## src/rtl/icache_rxdat_merge.sv

```systemverilog
// Purpose : gathers out-of-order, entry-interleaved downstream beats into per-MSHR-entry line
//           buffers. Each completed line is issued once on txdat, and the entry is then freed
//           with a dealloc pulse.
// Latency : completing beat accepted at T -> txdat_vld at T+2 (output free); handshake at T ->
//           dealloc_vld at T+1.
// Backpr. : rxdat is never stalled (rxdat_rdy = !rst). txdat holds its line while txdat_rdy=0,
//           and finished lines wait in their own entry buffers.
//
// Ports:
//   clk, rst                                    clock, async active-high reset
//   alloc_vld/alloc_entry_id/alloc_txnid         MSHR allocates an entry and its upstream txnid
//   rxdat_vld/rdy/entry_id/beat_idx/data         downstream beat channel
//   txdat_vld/rdy/data/txnid/entry_id            upstream assembled-line channel
//   dealloc_vld/dealloc_entry_id                 one-cycle entry-free pulse
//   err_stray                                    sticky: stray/duplicate beat or alloc to a busy entry
module icache_rxdat_merge #(
    parameter int LINE_WIDTH  = 256,
    parameter int BEAT_WIDTH  = 64,
    parameter int ENTRY_NUM   = 8,
    parameter int TXNID_WIDTH = 8,
    localparam int BEATS       = LINE_WIDTH / BEAT_WIDTH,
    localparam int ENTRY_IDX_W = (ENTRY_NUM > 1) ? $clog2(ENTRY_NUM) : 1,
    localparam int BEAT_IDX_W  = (BEATS > 1) ? $clog2(BEATS) : 1
) (
    input  logic                   clk,
    input  logic                   rst,
    input  logic                   alloc_vld,
    input  logic [ENTRY_IDX_W-1:0] alloc_entry_id,
    input  logic [TXNID_WIDTH-1:0] alloc_txnid,
    input  logic                   rxdat_vld,
    output logic                   rxdat_rdy,
    input  logic [ENTRY_IDX_W-1:0] rxdat_entry_id,
    input  logic [BEAT_IDX_W-1:0]  rxdat_beat_idx,
    input  logic [BEAT_WIDTH-1:0]  rxdat_data,
    output logic                   txdat_vld,
    input  logic                   txdat_rdy,
    output logic [LINE_WIDTH-1:0]  txdat_data,
    output logic [TXNID_WIDTH-1:0] txdat_txnid,
    output logic [ENTRY_IDX_W-1:0] txdat_entry_id,
    output logic                   dealloc_vld,
    output logic [ENTRY_IDX_W-1:0] dealloc_entry_id,
    output logic                   err_stray
);

    typedef enum logic [1:0] {ST_IDLE, ST_FILL, ST_DONE, ST_OUT} ent_state_t;

    ent_state_t             state_q [ENTRY_NUM];
    ent_state_t             state_d [ENTRY_NUM];
    logic [BEATS-1:0]       mask_q  [ENTRY_NUM];
    logic [BEATS-1:0]       mask_d  [ENTRY_NUM];
    logic [LINE_WIDTH-1:0]  line_q  [ENTRY_NUM];
    logic [TXNID_WIDTH-1:0] txnid_q [ENTRY_NUM];
    logic [ENTRY_IDX_W-1:0] rr_q;

    logic                   alloc_ok;
    logic                   beat_wr;
    logic                   stray;
    logic                   sel_vld;
    logic [ENTRY_IDX_W-1:0] sel;
    logic                   load;
    logic                   hs;

    assign rxdat_rdy = !rst;
    assign hs        = txdat_vld && txdat_rdy;

    always_comb begin
        alloc_ok = 1'b0;
        beat_wr  = 1'b0;
        stray    = 1'b0;
        sel_vld  = 1'b0;
        sel      = '0;
        for (int e = 0; e < ENTRY_NUM; e++) begin
            state_d[e] = state_q[e];
            mask_d[e]  = mask_q[e];
        end

        // Round-robin pick of a finished line, scanning upward from rr_q.
        for (int i = 0; i < ENTRY_NUM; i++) begin
            if (!sel_vld && state_q[(int'(rr_q) + i) % ENTRY_NUM] == ST_DONE) begin
                sel_vld = 1'b1;
                sel     = ENTRY_IDX_W'((int'(rr_q) + i) % ENTRY_NUM);
            end
        end
        load = sel_vld && (!txdat_vld || txdat_rdy);

        if (alloc_vld) begin
            if (state_q[alloc_entry_id] == ST_IDLE) begin
                alloc_ok                = 1'b1;
                state_d[alloc_entry_id] = ST_FILL;
                mask_d[alloc_entry_id]  = '0;
            end else begin
                stray = 1'b1;
            end
        end

        // Beat legality uses the pre-alloc state, so a beat racing its own alloc is stray.
        if (rxdat_vld && rxdat_rdy) begin
            if (state_q[rxdat_entry_id] == ST_FILL && !mask_q[rxdat_entry_id][rxdat_beat_idx]) begin
                beat_wr                                = 1'b1;
                mask_d[rxdat_entry_id][rxdat_beat_idx] = 1'b1;
                if (&mask_d[rxdat_entry_id]) begin
                    state_d[rxdat_entry_id] = ST_DONE;
                end
            end else begin
                stray = 1'b1;
            end
        end

        if (load) begin
            state_d[sel] = ST_OUT;
        end
        // The entry sitting in the output register is always in OUT, never the one being loaded.
        if (hs) begin
            state_d[txdat_entry_id] = ST_IDLE;
        end
    end

    always_ff @(posedge clk or posedge rst) begin
        if (rst) begin
            for (int e = 0; e < ENTRY_NUM; e++) begin
                state_q[e] <= ST_IDLE;
                mask_q[e]  <= '0;
            end
            rr_q             <= '0;
            txdat_vld        <= 1'b0;
            txdat_data       <= '0;
            txdat_txnid      <= '0;
            txdat_entry_id   <= '0;
            dealloc_vld      <= 1'b0;
            dealloc_entry_id <= '0;
            err_stray        <= 1'b0;
        end else begin
            for (int e = 0; e < ENTRY_NUM; e++) begin
                state_q[e] <= state_d[e];
                mask_q[e]  <= mask_d[e];
            end
            err_stray   <= err_stray | stray;
            dealloc_vld <= hs;
            if (hs) begin
                dealloc_entry_id <= txdat_entry_id;
            end
            if (load) begin
                txdat_vld      <= 1'b1;
                txdat_data     <= line_q[sel];
                txdat_txnid    <= txnid_q[sel];
                txdat_entry_id <= sel;
                rr_q           <= ENTRY_IDX_W'((int'(sel) + 1) % ENTRY_NUM);
            end else if (hs) begin
                txdat_vld <= 1'b0;
            end
        end
    end

    // Line and txnid storage need no reset: they are only read once the mask is full.
    always_ff @(posedge clk) begin
        if (beat_wr) begin
            line_q[rxdat_entry_id][int'(rxdat_beat_idx)*BEAT_WIDTH +: BEAT_WIDTH] <= rxdat_data;
        end
        if (alloc_ok) begin
            txnid_q[alloc_entry_id] <= alloc_txnid;
        end
    end

endmodule

```

## config.mk

```make
export PLATFORM = sky130hd
export DESIGN_NAME = icache_rxdat_merge
export DESIGN_NICKNAME = d
export VERILOG_FILES = /design/src/rtl/icache_rxdat_merge.sv
export SDC_FILE = /design/constraint.sdc
export NUM_CORES = 2
export LEC_CHECK = 0
export ABC_AREA = 1
export BUFFER_PORTS_ARGS = -buffer_cell sky130_fd_sc_hd__buf_2
export CAP_MARGIN = 20
export CORE_UTILIZATION = 38
export DETAILED_ROUTE_END_ITERATION = 16
export SLEW_MARGIN = 30
export SYNTH_ARGS = -nofsm -noshare
export SYNTH_HDL_FRONTEND = slang
export SYNTH_SLANG_ARGS = --single-unit
```

## constraint.sdc

```tcl
create_clock -name clk -period 11.5 [get_ports clk]
set_clock_uncertainty 0.05 [all_clocks]
set_input_delay 1.15 -clock clk [delete_from_list [all_inputs] [get_ports clk]]
set_output_delay 1.15 -clock clk [all_outputs]
set_load 0.01 [all_outputs]
```

## After elaboration in Yosys (flattened, before gate mapping)

Memory sizes are Yosys's and may differ from the RTL's. A register that Yosys moved wholly into a read port is not among the register bits.
Cells that the tools add are included.

| word-level totals | value |
|---|---|
| bits of input ports | 85 |
| memories | 2 |
| flip-flop bits (word level) | 60 |
| output and inout bits | 274 |
| RAM bits | 2112 |

| operators by class | value |
|---|---|
| multiplexer cells | 93 |
| bitwise logic cells | 32 |
| eq/ne operators | 9 |
| reduce and logical (&&, ||, !) cells | 37 |
| $add $sub $neg | 9 |
| magnitude comparators | 18 |
| shift operators | 2 |

Memory list:

| name | words | bits a word | read ports | clocked after memory_dff | wr ports | RTL line | RTL |
|---|---|---|---|---|---|---|---|
| line_q | 8 | 256 | 1 | 1 | 1 | 51 | `logic [LINE_WIDTH-1:0] line_q [ENTRY_NUM];` |
| txnid_q | 8 | 8 | 1 | 1 | 1 | 52 | `logic [TXNID_WIDTH-1:0] txnid_q [ENTRY_NUM];` |

Operators with widths:

| operator | count |
|---|---|
| $ge 32x4->1 const B | 8 |
| $mux 256 | 1 |
| $not 32->32 | 8 |
| $shift 64x33->256 const A | 1 |
| $shiftx 64x33->256 | 1 |
| $mux 32 | 4 |
| $mux 16 | 7 |
| $bmux 2 s3 | 10 |
| $mux 2 | 24 |
| $neg 8->33 | 1 |
| $and 32x32->32 | 1 |
| $not 3->32 | 1 |
| $or 32x32->32 | 1 |
| $bmux 4 s3 | 2 |
| $demux 2 s3 | 4 |
| $demux 4 s3 | 2 |
| $mux 3 | 8 |
| $mux 4 | 6 |
| $mux 1 | 23 |
| $reduce_or 3->1 | 7 |
| $and 16x16->16 | 1 |
| $and 8x8->8 | 2 |
| $eq 2x2->1 const B | 8 |
| $ge 4x4->1 const B | 4 |
| other kinds (22) | 65 |

## Logic depth before layout (Yosys ltp)

| logic depth | value |
|---|---|
| depth in word-level cells | 37 |
| mapped depth | 28 |
| depth with buffers taken out | 23 |

## Worst setup path after synthesis

No wires, ideal clock.

| timing path | value |
|---|---|
| path type | input port to flip-flop |
| from | in rst |
| to | mem line_q[1][0] (enable) |
| slack | -0.537 ns |
| required time | 10.963 ns |
| arrival | 11.500 ns |
| path buffers | 0 |
| stages on the path | 7 |
| cell sequence | inv_1 > nand2_1 > inv_1 > nand4_1 > inv_1 > nand2_1 > nor2_1 |

| between the ends | value |
|---|---|
| longest elaborated chain between the ends | 5 |

RTL lines:

| what | RTL line | RTL |
|---|---|---|
| start: declaration | 26 | `input logic rst,` |
| $logic_not 1->1 (no line) | -- |  |
| $logic_and 1x1->1 | 97 | `if (rxdat_vld && rxdat_rdy) begin` |
| $mux 1 | 97 |  |
| $mux 1 | 156 | `if (beat_wr) begin` |
| $mux 256 (implied by the code) | 157 | `line_q[rxdat_entry_id][int'(rxdat_beat_idx)*BEAT_WIDTH +: BEAT_WIDTH] <= rxdat_data;` |
| end: declaration | 51 |  |

No other way between the ends.

## Final worst setup path

| timing path | value |
|---|---|
| from | reg rr_q[0] |
| to | reg txdat_data[233], read port of line_q |

| between the ends | value |
|---|---|
| longest elaborated chain between the ends | 28 |
| elaborated cells between the ends (all ways) | 78 |
| those cells by class | 7 x add/sub; 8 x eq/ne; 40 x mux; 8 x bitwise; 15 x reduce/logical |

RTL lines:

| what | RTL line | RTL |
|---|---|---|
| start: declaration | 53 | `logic [ENTRY_IDX_W-1:0] rr_q;` |
| start signal: assignment | 147 | `rr_q <= ENTRY_IDX_W'((int'(sel) + 1) % ENTRY_NUM);` |
| parallel branches: the longest is 28 deep, another holds $add 3x1->3 | -- |  |
| end: declaration | 37 | `output logic [LINE_WIDTH-1:0] txdat_data,` |

Several ways; the timed one is not identified. The select of a mux whose other input is x is not followed.
A chain may end at the register's enable or synchronous reset.

==> impl_metrics.csv <==
group,metric,value,unit
run_status,status,"finished, final reports clean",
yosys,async_flop_share,13.3,%
yosys,synth-seq-cells,2436,
timing,whs,417,ps
cts,cts.repair.resized,0,
die,initial_core_util,38.2,%
detailed_routing,avgViaCountPerCell,5.22,
yosys,netlist_area,0.102,mm2
detailed_routing,highest_layer,"met5",
detailed_routing,wl_met1,134000,um
timing,post-route-period-util,65.9,%
detailed_routing,drt-pass1-iter-count,6,
timing,min_period,7580,ps
cts,clk_pin_slew,60,ps
placed_design,dp.cells,13500,
yosys,synthFlopType,"edfxtp_1",
cts,numCtsBuffers,272,
yosys,synth_nets,10100,
final_layout,layout-drive-gt1-share,9.38,%
die,num_io_pins,359,
global_routing,antenna_found_initial,32,
cts,cts_root_buf,"clkbuf_16",
die,die_y,521,um
detailed_routing,ant_nets,0,
detailed_routing,vias,73100,
worst_hold_path,hold_path_class,"reg -> reg",
detailed_routing,drt_iter0_markers,7770,
global_routing,grt_max_degree,221,
critical_path,arrival,8280,ps
timing,final.setup.tns,0,ps
die,rows,190,
yosys,ys_seq_area_share,69.9,%
cts,clkSinkCount,2436,
timing,max_freq,132,MHz
die,dieArea,0.271,mm2
die,die_w,521,um
critical_path,cp_max_fo,92,
timing,tightest_slew,1060,ps
cts,cts_tree,"yes",
global_routing,grt_use_total,23.9,%
yosys,synth.distinct_cells,46,
detailed_routing,wl_met2,149000,um
yosys,ys.warnings.count,0,
global_routing,grt-ovfl-total,0,
yosys,synth_edf_count,2112,
yosys,synth.avg_cell_area,10.2,um2
critical_path,worstSetupEndpointType,"flop",
timing,rsz0062_at_grt,"no",
detailed_routing,wl,330000,um
timing,slew_headroom,29.5,%
cts,holdBufCountCts,0,
cts,clk_latency,860,ps
placed_design,io_buffers,358,
critical_path,critPathKind,"reg -> reg",
global_routing,grt_pass1_vias,68900,
yosys,netlist_instances,10000,
timing,maxSlewViolCount,0,
detailed_routing,drc,0,
cts,clockBufferDepth,4,
global_routing,grt_first_pass_wirelength,476000,um
critical_path,crit_required,12190,ps
detailed_routing,wl_met3,30200,um
critical_path,start_kind,"flop",
placed_design,detailed_place_hpwl,189000,um
cts,htreeDepth,5,
placed_design,routabilityCongestion,0.886,
cts,post_cts_buffers,0,
flow_run,maxCapViolations,0,
final_layout,layout.nets,10300,
timing,setup_viol_count_final,0,
final_layout,syn_to_final_growth,14.1,%
detailed_routing,post_drt_wl_per_cell,23.6,um
final_layout,layout.cells.non_filler,14000,
timing,hold_viol,0,
die,core,0.268,mm2
==> path summary, 6_finish.rpt <==
kind,from,endpoint,slack [ps],cells past startpoint
max in group asynchronous,rst,txdat_data[106],8820,5
worst max register to register,rr_q[0],txdat_data[233],3920,23
min in group asynchronous,rst,txdat_data[153],590,3
worst min-delay path,txdat_data[178],txdat_data[178],420,2
worst min register to register,txdat_data[178],txdat_data[178],420,2
worst max-delay path,rr_q[0],txdat_data[233],3920,23
==> flip-flops by register name (all words and copies together) (netlist names), 3 cells and up <==
register / cells
txnid_q: 64
mask_q: 32
state_q: 16
txdat_txnid: 8
line_q: 2048
rr_q: 3
txdat_data: 256
dealloc_entry_id: 3
txdat_entry_id: 3
==> layout by cell type (no fill, tap or decap), drive strengths merged, types with 2 or more instances in the layout <==
cell / instances
a21oi: 26
a22o: 8
a22oi: 3
buf: 506
bufinv: 18
clkbuf: 372
clkinv: 68
clkinvlp: 18
dfrtp: 324
diode: 15
edfxtp: 2112
ha: 11
inv: 396
nand2: 4604
nand3: 1099
nand3b: 2
nand4: 24
nor2: 706
nor3: 67
o211ai: 2
o21ai: 47
o22ai: 4
xnor2: 2
==> per-stage QoR <==
stage	util [%]	area, um2	setup WS, ps
CTS	43.5	117000	3860
global placement	40.1	107000	4060
detailed placement	40.3	108000	3890
global route	43.6	117000	3570
finish	43.6	117000	3920
floorplan	-	102000	2900
==> cell usage after synthesis, drive strengths merged (3+ instances only) <==
library cell,number,area share (%)
a21oi,26,0.13
a22o,8,0.068
a22oi,3,0.022
buf,311,1.5
clkbuf,256,0.94
clkinv,4,0.016
dfrtp,324,7.9
edfxtp,2112,62
ha,11,0.13
inv,386,1.4
nand2,4604,17
nand3,1099,5.4
nand4,24,0.15
nor2,706,2.7
nor3,67,0.33
o21ai,47,0.24
o22ai,4,0.024
==> metal layers <==
metal	track usage (%)	vias up
met5	0	-
met4	11.1	8
met3	4.61	637
met2	37.4	3304
met1	32.1	35800
li1	-	33400
==> final cells by class <==
type	count	area, um2
Fill cell	24800	151000
Sequential cell	2436	71500
Multi-Input combinational cell	6614	27200
Clock buffer	372	7520
Tap cell	3552	4440
Timing Repair Buffer	506	3400
Inverter	390	1490
Clock inverter	110	1150
Antenna cell	15	37.5
==> kinds of logic after synthesis <==
| kind of cell | after synthesis | synth area share [%] |
|---|---|---|
| compound gates | 96 | 0.543 |
| simple gates | 6504 | 25.5 |
| flops | 2436 | 69.9 |
| xor+xnor | 3 | 0.0330 |
| fa+ha+maj | 11 | 0.134 |
| buf+inv | 957 | 3.92 |
==> worst max-delay path, cell delays in order (launching register included) <==
cell      delay (ps)
dfrtp_1          930
inv_2            370
ha_1             640
inv_2            190
nand3_1          130
nand2_1           80
nand3_1          130
nand2_2          110
nor2_4           180
nand3_1          140
o21ai_0          210
nand3b_4         540
buf_4            710
buf_4            730
buf_4            790
buf_6            680
nand3_1          150
nand2_1          110
nand2_1           60
nand2_1          110
nand2_1           50
nand2_1           60
nand2_1           50
nand2_1           90
Power is left out: the tool's default activity adds up to more than one toggle a clock period on the data nets, which glitch-free logic cannot reach.
